**config.mk**
```make
export PLATFORM = sky130hd
export DESIGN_NAME = instr_loader
export DESIGN_NICKNAME = d
export VERILOG_FILES = /design/src/rtl/instr_loader.sv
export SDC_FILE = /design/constraint.sdc
export NUM_CORES = 1
export LEC_CHECK = 0
export BUFFER_PORTS_ARGS = -buffer_cell sky130_fd_sc_hd__buf_2
export CAP_MARGIN = 5
export CORE_UTILIZATION = 51
export CTS_BUF_LIST = sky130_fd_sc_hd__clkbuf_16
export DETAILED_ROUTE_END_ITERATION = 10
export PLACE_DENSITY_LB_ADDON = 0.1
export SYNTH_ARGS = -nofsm -noshare
export SYNTH_HDL_FRONTEND = slang
export SYNTH_SLANG_ARGS = --single-unit
```
**constraint.sdc**
```tcl
create_clock -name clk_i -period 2.5 [get_ports clk_i]
set_clock_uncertainty 0.05 [all_clocks]
set_input_delay 0.75 -clock clk_i [delete_from_list [all_inputs] [get_ports clk_i]]
set_output_delay 0.75 -clock clk_i [all_outputs]
set_load 0.05 [all_outputs]
```
**src/rtl/instr_loader.sv**
```systemverilog
// instr_loader: streams a length-prefixed, big-endian word image into instruction memory while
// holding the CPU. Define INSTR_LOADER_CHECKSUM_EN to require a trailing XOR checksum byte.
module instr_loader #(
    parameter int unsigned DEPTH     = 256,
    parameter logic [31:0] BASE_ADDR = 32'h0000_0000
) (
    input  logic        clk_i,
    input  logic        rst_n_i,
    input  logic        start_i,
    input  logic [7:0]  byte_i,
    input  logic        byteValid_i,
    output logic        byteReady_o,
    output logic        memWrite_o,
    output logic [31:0] memAddr_o,
    output logic [31:0] memData_o,
    output logic        cpuHold_o,
    output logic        done_o,
    output logic        error_o
);

`ifdef INSTR_LOADER_CHECKSUM_EN
    typedef enum logic [2:0] {StIdle, StHdrHi, StHdrLo, StData, StChk, StDone, StError} state_e;
`else
    typedef enum logic [2:0] {StIdle, StHdrHi, StHdrLo, StData, StDone, StError} state_e;
`endif

    localparam logic [16:0] DepthW = 17'(DEPTH);

    state_e      state_q, state_d;
    logic [1:0]  byte_cnt_q;
    logic [16:0] word_idx_q;
    logic [15:0] count_q;
    logic [23:0] word_buf_q;
    logic        mem_write_q;
    logic [31:0] mem_addr_q;
    logic [31:0] mem_data_q;
    logic        accept;
    logic        last_write;
    logic        enter_hdr;
    logic [16:0] hdr_count;
`ifdef INSTR_LOADER_CHECKSUM_EN
    logic [7:0]  chk_q;
`endif

    assign accept    = byteValid_i && byteReady_o;
    assign hdr_count = {1'b0, count_q[15:8], byte_i};
    // word_idx_q equals the word count only in the cycle the final word is being written
    assign last_write = (word_idx_q == {1'b0, count_q});
    assign enter_hdr  = (state_d == StHdrHi) && (state_q != StHdrHi);

    assign memWrite_o = mem_write_q;
    assign memAddr_o  = mem_addr_q;
    assign memData_o  = mem_data_q;

    always_ff @(posedge clk_i) begin
        if (!rst_n_i) begin
            state_q <= StIdle;
        end else begin
            state_q <= state_d;
        end
    end

    always_comb begin
        state_d     = state_q;
        byteReady_o = 1'b0;
        cpuHold_o   = (state_q != StDone);
        done_o      = (state_q == StDone);
        error_o     = (state_q == StError);
        unique case (state_q)
            StIdle: begin
                if (start_i) state_d = StHdrHi;
            end
            StHdrHi: begin
                byteReady_o = 1'b1;
                if (accept) state_d = StHdrLo;
            end
            StHdrLo: begin
                byteReady_o = 1'b1;
                if (accept) begin
                    if (hdr_count == 17'd0)         state_d = StDone;
                    else if (hdr_count > DepthW)    state_d = StError;
                    else                            state_d = StData;
                end
            end
            StData: begin
                if (last_write) begin
`ifdef INSTR_LOADER_CHECKSUM_EN
                    state_d = StChk;
`else
                    state_d = StDone;
`endif
                end else begin
                    byteReady_o = 1'b1;
                end
            end
`ifdef INSTR_LOADER_CHECKSUM_EN
            StChk: begin
                byteReady_o = 1'b1;
                if (accept) state_d = (byte_i == chk_q) ? StDone : StError;
            end
`endif
            StDone, StError: begin
                if (start_i) state_d = StHdrHi;
            end
            default: state_d = StIdle;
        endcase
    end

    always_ff @(posedge clk_i) begin
        if (!rst_n_i) begin
            byte_cnt_q  <= 2'd0;
            word_idx_q  <= 17'd0;
            count_q     <= 16'd0;
            word_buf_q  <= 24'd0;
            mem_write_q <= 1'b0;
            mem_addr_q  <= BASE_ADDR;
            mem_data_q  <= 32'd0;
`ifdef INSTR_LOADER_CHECKSUM_EN
            chk_q       <= 8'd0;
`endif
        end else begin
            mem_write_q <= 1'b0;
            if (enter_hdr) begin
                byte_cnt_q <= 2'd0;
                word_idx_q <= 17'd0;
`ifdef INSTR_LOADER_CHECKSUM_EN
                chk_q      <= 8'd0;
`endif
            end else if (accept) begin
                if (state_q == StHdrHi) count_q[15:8] <= byte_i;
                if (state_q == StHdrLo) count_q[7:0]  <= byte_i;
                if (state_q == StData) begin
                    byte_cnt_q <= byte_cnt_q + 2'd1;
`ifdef INSTR_LOADER_CHECKSUM_EN
                    chk_q      <= chk_q ^ byte_i;
`endif
                    if (byte_cnt_q == 2'd3) begin
                        mem_write_q <= 1'b1;
                        mem_data_q  <= {word_buf_q, byte_i};
                        mem_addr_q  <= BASE_ADDR + {13'd0, word_idx_q, 2'b00};
                        word_idx_q  <= word_idx_q + 17'd1;
                    end else begin
                        word_buf_q <= {word_buf_q[15:0], byte_i};
                    end
                end
            end
        end
    end

endmodule

```
Word level (Yosys, flattened, before mapping) --
Index checks and enable logic that the tools add are counted.
Cells by class: add/sub/neg operators 2, order comparisons 1, eq/ne operators 10, muxes and demuxes 10, bitwise gates (word level) 5, reductions and logical operators 14
Operator list (number):
- $mux 3 | 6
- $add 17x1->17 const B | 1
- $eq 17x16->1 | 1
- $logic_not 17->1 | 1
- $gt 16x9->1 const B | 1
- $pmux 3 s4 | 1
- $reduce_and 3->1 | 3
- $reduce_and 4->1 | 2
- $eq 3x1->1 const B | 2
- $eq 3x2->1 const B | 2
- $eq 3x3->1 const B | 2
- $not 1->1 | 5
- $reduce_or 2->1 | 2
- $reduce_or 4->1 | 1
- $logic_not 3->1 | 1
- $ne 3x1->1 const B | 1
- $ne 3x3->1 const B | 1
- $reduce_or 3->1 | 1
- $add 2x1->2 const B | 1
- $eq 2x2->1 const B | 1
- $logic_and 1x1->1 | 2
- $mux 1 | 2
- $pmux 1 s2 | 1
- $reduce_and 2->1 | 1
Storage, ports and cells: register bits after elaboration 112, input port bits 12, word-level logic and storage cells 51

Longest topological paths before layout --
word-level depth 10, gate-level depth with buffers 9, mapped depth without buffers 6

Worst setup path before layout --
OpenSTA, ideal clock, no wires.
path type reg-to-output, start point register word_idx_q[7], end point output byteReady_o, data arrival time 2.108 ns, setup slack -0.408 ns, stages on the path, launching flop included 6, cells stage by stage dfxtp_1 xor2_1 nor4_1 nand3_1 nor2_1 a211oi_1
On the way: cells in the longest elaborated chain, start to end 3
RTL lines:
- start, declared | line 31 | logic [16:0] word_idx_q;
- start signal, assigned | line 141 | word_idx_q <= word_idx_q + 17'd1;
- $eq 17x16->1 | line 48 | assign last_write = (word_idx_q == {1'b0, count_q});
- $mux 1 | line 86 | if (last_write) begin
- $pmux 1 s2 | line 69 | unique case (state_q)
- end, declared | line 12 | output logic byteReady_o,
Every way passes these cells.

Worst setup path in the final report --
start point register word_idx_q[14], end point output byteReady_o
The elaborated chain is that of the path after synthesis.

==> results.toml <==
[placement]
io_buffers = 65
dp_hpwl_mm = 7.14
placedInstanceArea_sq_mm = 0.00503
dp_slack_ps = 163
place_congestion = 0.871

[floorplan]
core-area_sq_mm = 0.00876
dieWidth_um = 97.5
die_area_sq_mm = 0.00950
rows = 34
boundaryPins = 81
die_h_um = 97.5
start_util_pct = 53.0

[power]
p_per_area_mw_per_mm2 = 672
power_leakage_nw = 2.31
ir_drop_uv = 419

[min_path]
hold_class = "reg -> reg"

[cells_and_area]
diodes = 0
syn2layout_area_growth_pct = 15.6
final_common_cell = "dfxtp_1"
drive_gt1_share_pct = 19.0
layout_common_cells = "105 x dfxtp_1, 98 x nand2_1, 63 x buf_2, 56 x nand3_1, 52 x o21ai_0"
final_area_sq_mm = 0.00537
finalNetCount = 604

[timing]
finalWorstSetupSlack_ps = -27.3
slew_headroom_pct = 58.1
fin_crit_ps = 2530
hold_viol_final = 0
slew_violations = 0
worstMarginPinSlew_ps = 624
fin_tns_setup_ps = -27.3
post-route-period-util_pct = 101
setup_viol = 1
rsz0062_at_grt = "yes"
max_freq_mhz = 396

[clocking]
cts_tree = "yes"
path_clk_slew_ps = 70
numClockSinks = 112
cts_root_buf = "clkbuf_16"
numCtsBuffers = 9
cts_buffer_depth = 2
htreeDepth = 3
clkLatencyLatePin_ps = 340

[logic_synthesis]
synthCells = 530
syn_area_sq_mm = 0.00465
synth_flop_cell = "dfxtp_1"
synthArstFlopShare_pct = 0
ys_seq_area_share_pct = 48.2
syn_avg_cell_area_sq_um = 8.77
yosys.area.top_type = "dfxtp_1"
ys_warn_count = 0
ys_top_cells_by_area = "dfxtp_1 48%, nand2_1 7.9%, nand3_1 6.0%"
synth_cell_types = 46
synth_seq_cells = 112
synth_edf_count = 0
yosys.area.top_type_share_pct = 48.2

[global_route]
grt_start_max_net_pins = 98
grt_pass1_wl_mm = 16.4
overflow = 0
grt_pass1_vias = 3319
antenna_found_initial = 0
grt_use_total_pct = 21.2

[drt]
route.detailed.drc = 0
wl_mm = 10.1
via_per_inst = 5.40
dr.pass1.iters = 4
ant_nets = 0
wl_per_cell_um = 14.4
via_count = 3794
drtIter0Drc = 168

[status]
status = "finished, violations left"
violations = "setup timing"

[critical_path]
crit_arrival_ps = 1730
critical_path_required_ps = 1700
path_class = "reg -> out"
cp-start-kind = "register"
critPathMaxFanout = 5
r2r_setup_slack_ps = 290
end_kind = "output pin"

[flow_run]
maxCapViolations = 0
## flip-flops by register name, summed over array words and instances (netlist names)
name / cells
memWrite_o: 1
count_q: 16
word_buf_q: 24
memData_o: 32
state_q: 3
byte_cnt_q: 2
word_idx_q: 17
memAddr_o: 17
## power by group
part           switching, W  total (W)  internal [W]
registers         0.0000266    0.00183       0.00180
clock network      0.000674    0.00147      0.000792
logic              0.000218   0.000319      0.000101
total              0.000918    0.00361       0.00269
## logic make-up (layout without fill, tap and decap cells)
family                     count (synthesis)  in the layout  synth area share [%]
and+or+nand+nor                          207            207                  21.0
DFF                                      112            112                  48.2
AOI/OAI and AO/OA                        110            110                  14.0
buffers and inverters                     54            105                  7.19
muxes                                     24             24                  5.17
xor gates and xnor gates                  20             20                  3.77
adders and majority gates                  2              2                 0.538
other                                      1             15                0.0807
## synthesized netlist by cell type (5+ instances only)
cell and number:
o21ai_0 52, a21boi_0 16, clkbuf_1 22, xor2_1 14
dfxtp_1 112, nand3_1 56, a21oi_1 13, xnor2_1 6
inv_1 5, buf_4 17, mux2i_1 24, nor4_1 5
nor2_1 8, nand2_1 98, or3_1 13, o21ai_1 13
## timing repair
action | 4_1_cts | 5_1_grt
setup buffers | 1 | 0
pin swaps | 3 | 5
gates resized for setup | 8 | 4
hold buffers | 0 | 0
setup endpoints to repair | 1 | 1
## worst max-delay path, cell delays in order, from the launching register on
cell,delay [ps]
dfxtp_2,350
xor2_1,160
nor4_1,290
nand3_1,190
nor2_4,130
a211oi_2,90
buf_6,170
## per-stage QoR
step | cells | utilization (%) | total power [W] | hold slack, ps
after detailed placement | 686 | 57.4 | 0.00216 | 400
after floorplan | 544 | - | 0.00210 | 385
final | 703 | 61.3 | 0.00361 | 409
after CTS | 703 | 61.2 | 0.00362 | 410
after global placement | 686 | 57.4 | 0.00216 | 394
after global routing | 703 | 61.3 | 0.00374 | 427
## cell type report
type,count,area [sq um]
clock buffers,9,225
clock inverters,7,81.3
fillers,810,3390
inverters,5,18.8
multi-input cells,378,2150
flip-flops and latches,112,2250
well taps,108,135
repair buffers,84,514
## metal layers
layer | global-route usage (%) | up-vias | part of all wire [%]
li1 | - | 1933 | -
met1 | 31.5 | 1737 | 50
met2 | 31.7 | 107 | 43
met3 | 3.02 | 17 | 5.5
met4 | 6.79 | 0 | 1.7
met5 | 0 | - | 0
## final timing paths
path | cells after the start | end | from
worst min-delay path | 2 | memAddr_o[18]$_SDFFE_PN0P_ | memAddr_o[18]$_SDFFE_PN0P_
worst min register to register | 2 | memAddr_o[18]$_SDFFE_PN0P_ | memAddr_o[18]$_SDFFE_PN0P_
worst max-delay path | 6 | byteReady_o | word_idx_q[14]$_SDFFE_PP0P_
worst max register to register | 8 | word_buf_q[10]$_SDFFE_PN0P_ | word_idx_q[14]$_SDFFE_PP0P_
No activity file was read; power rests on OpenSTA's default activity.
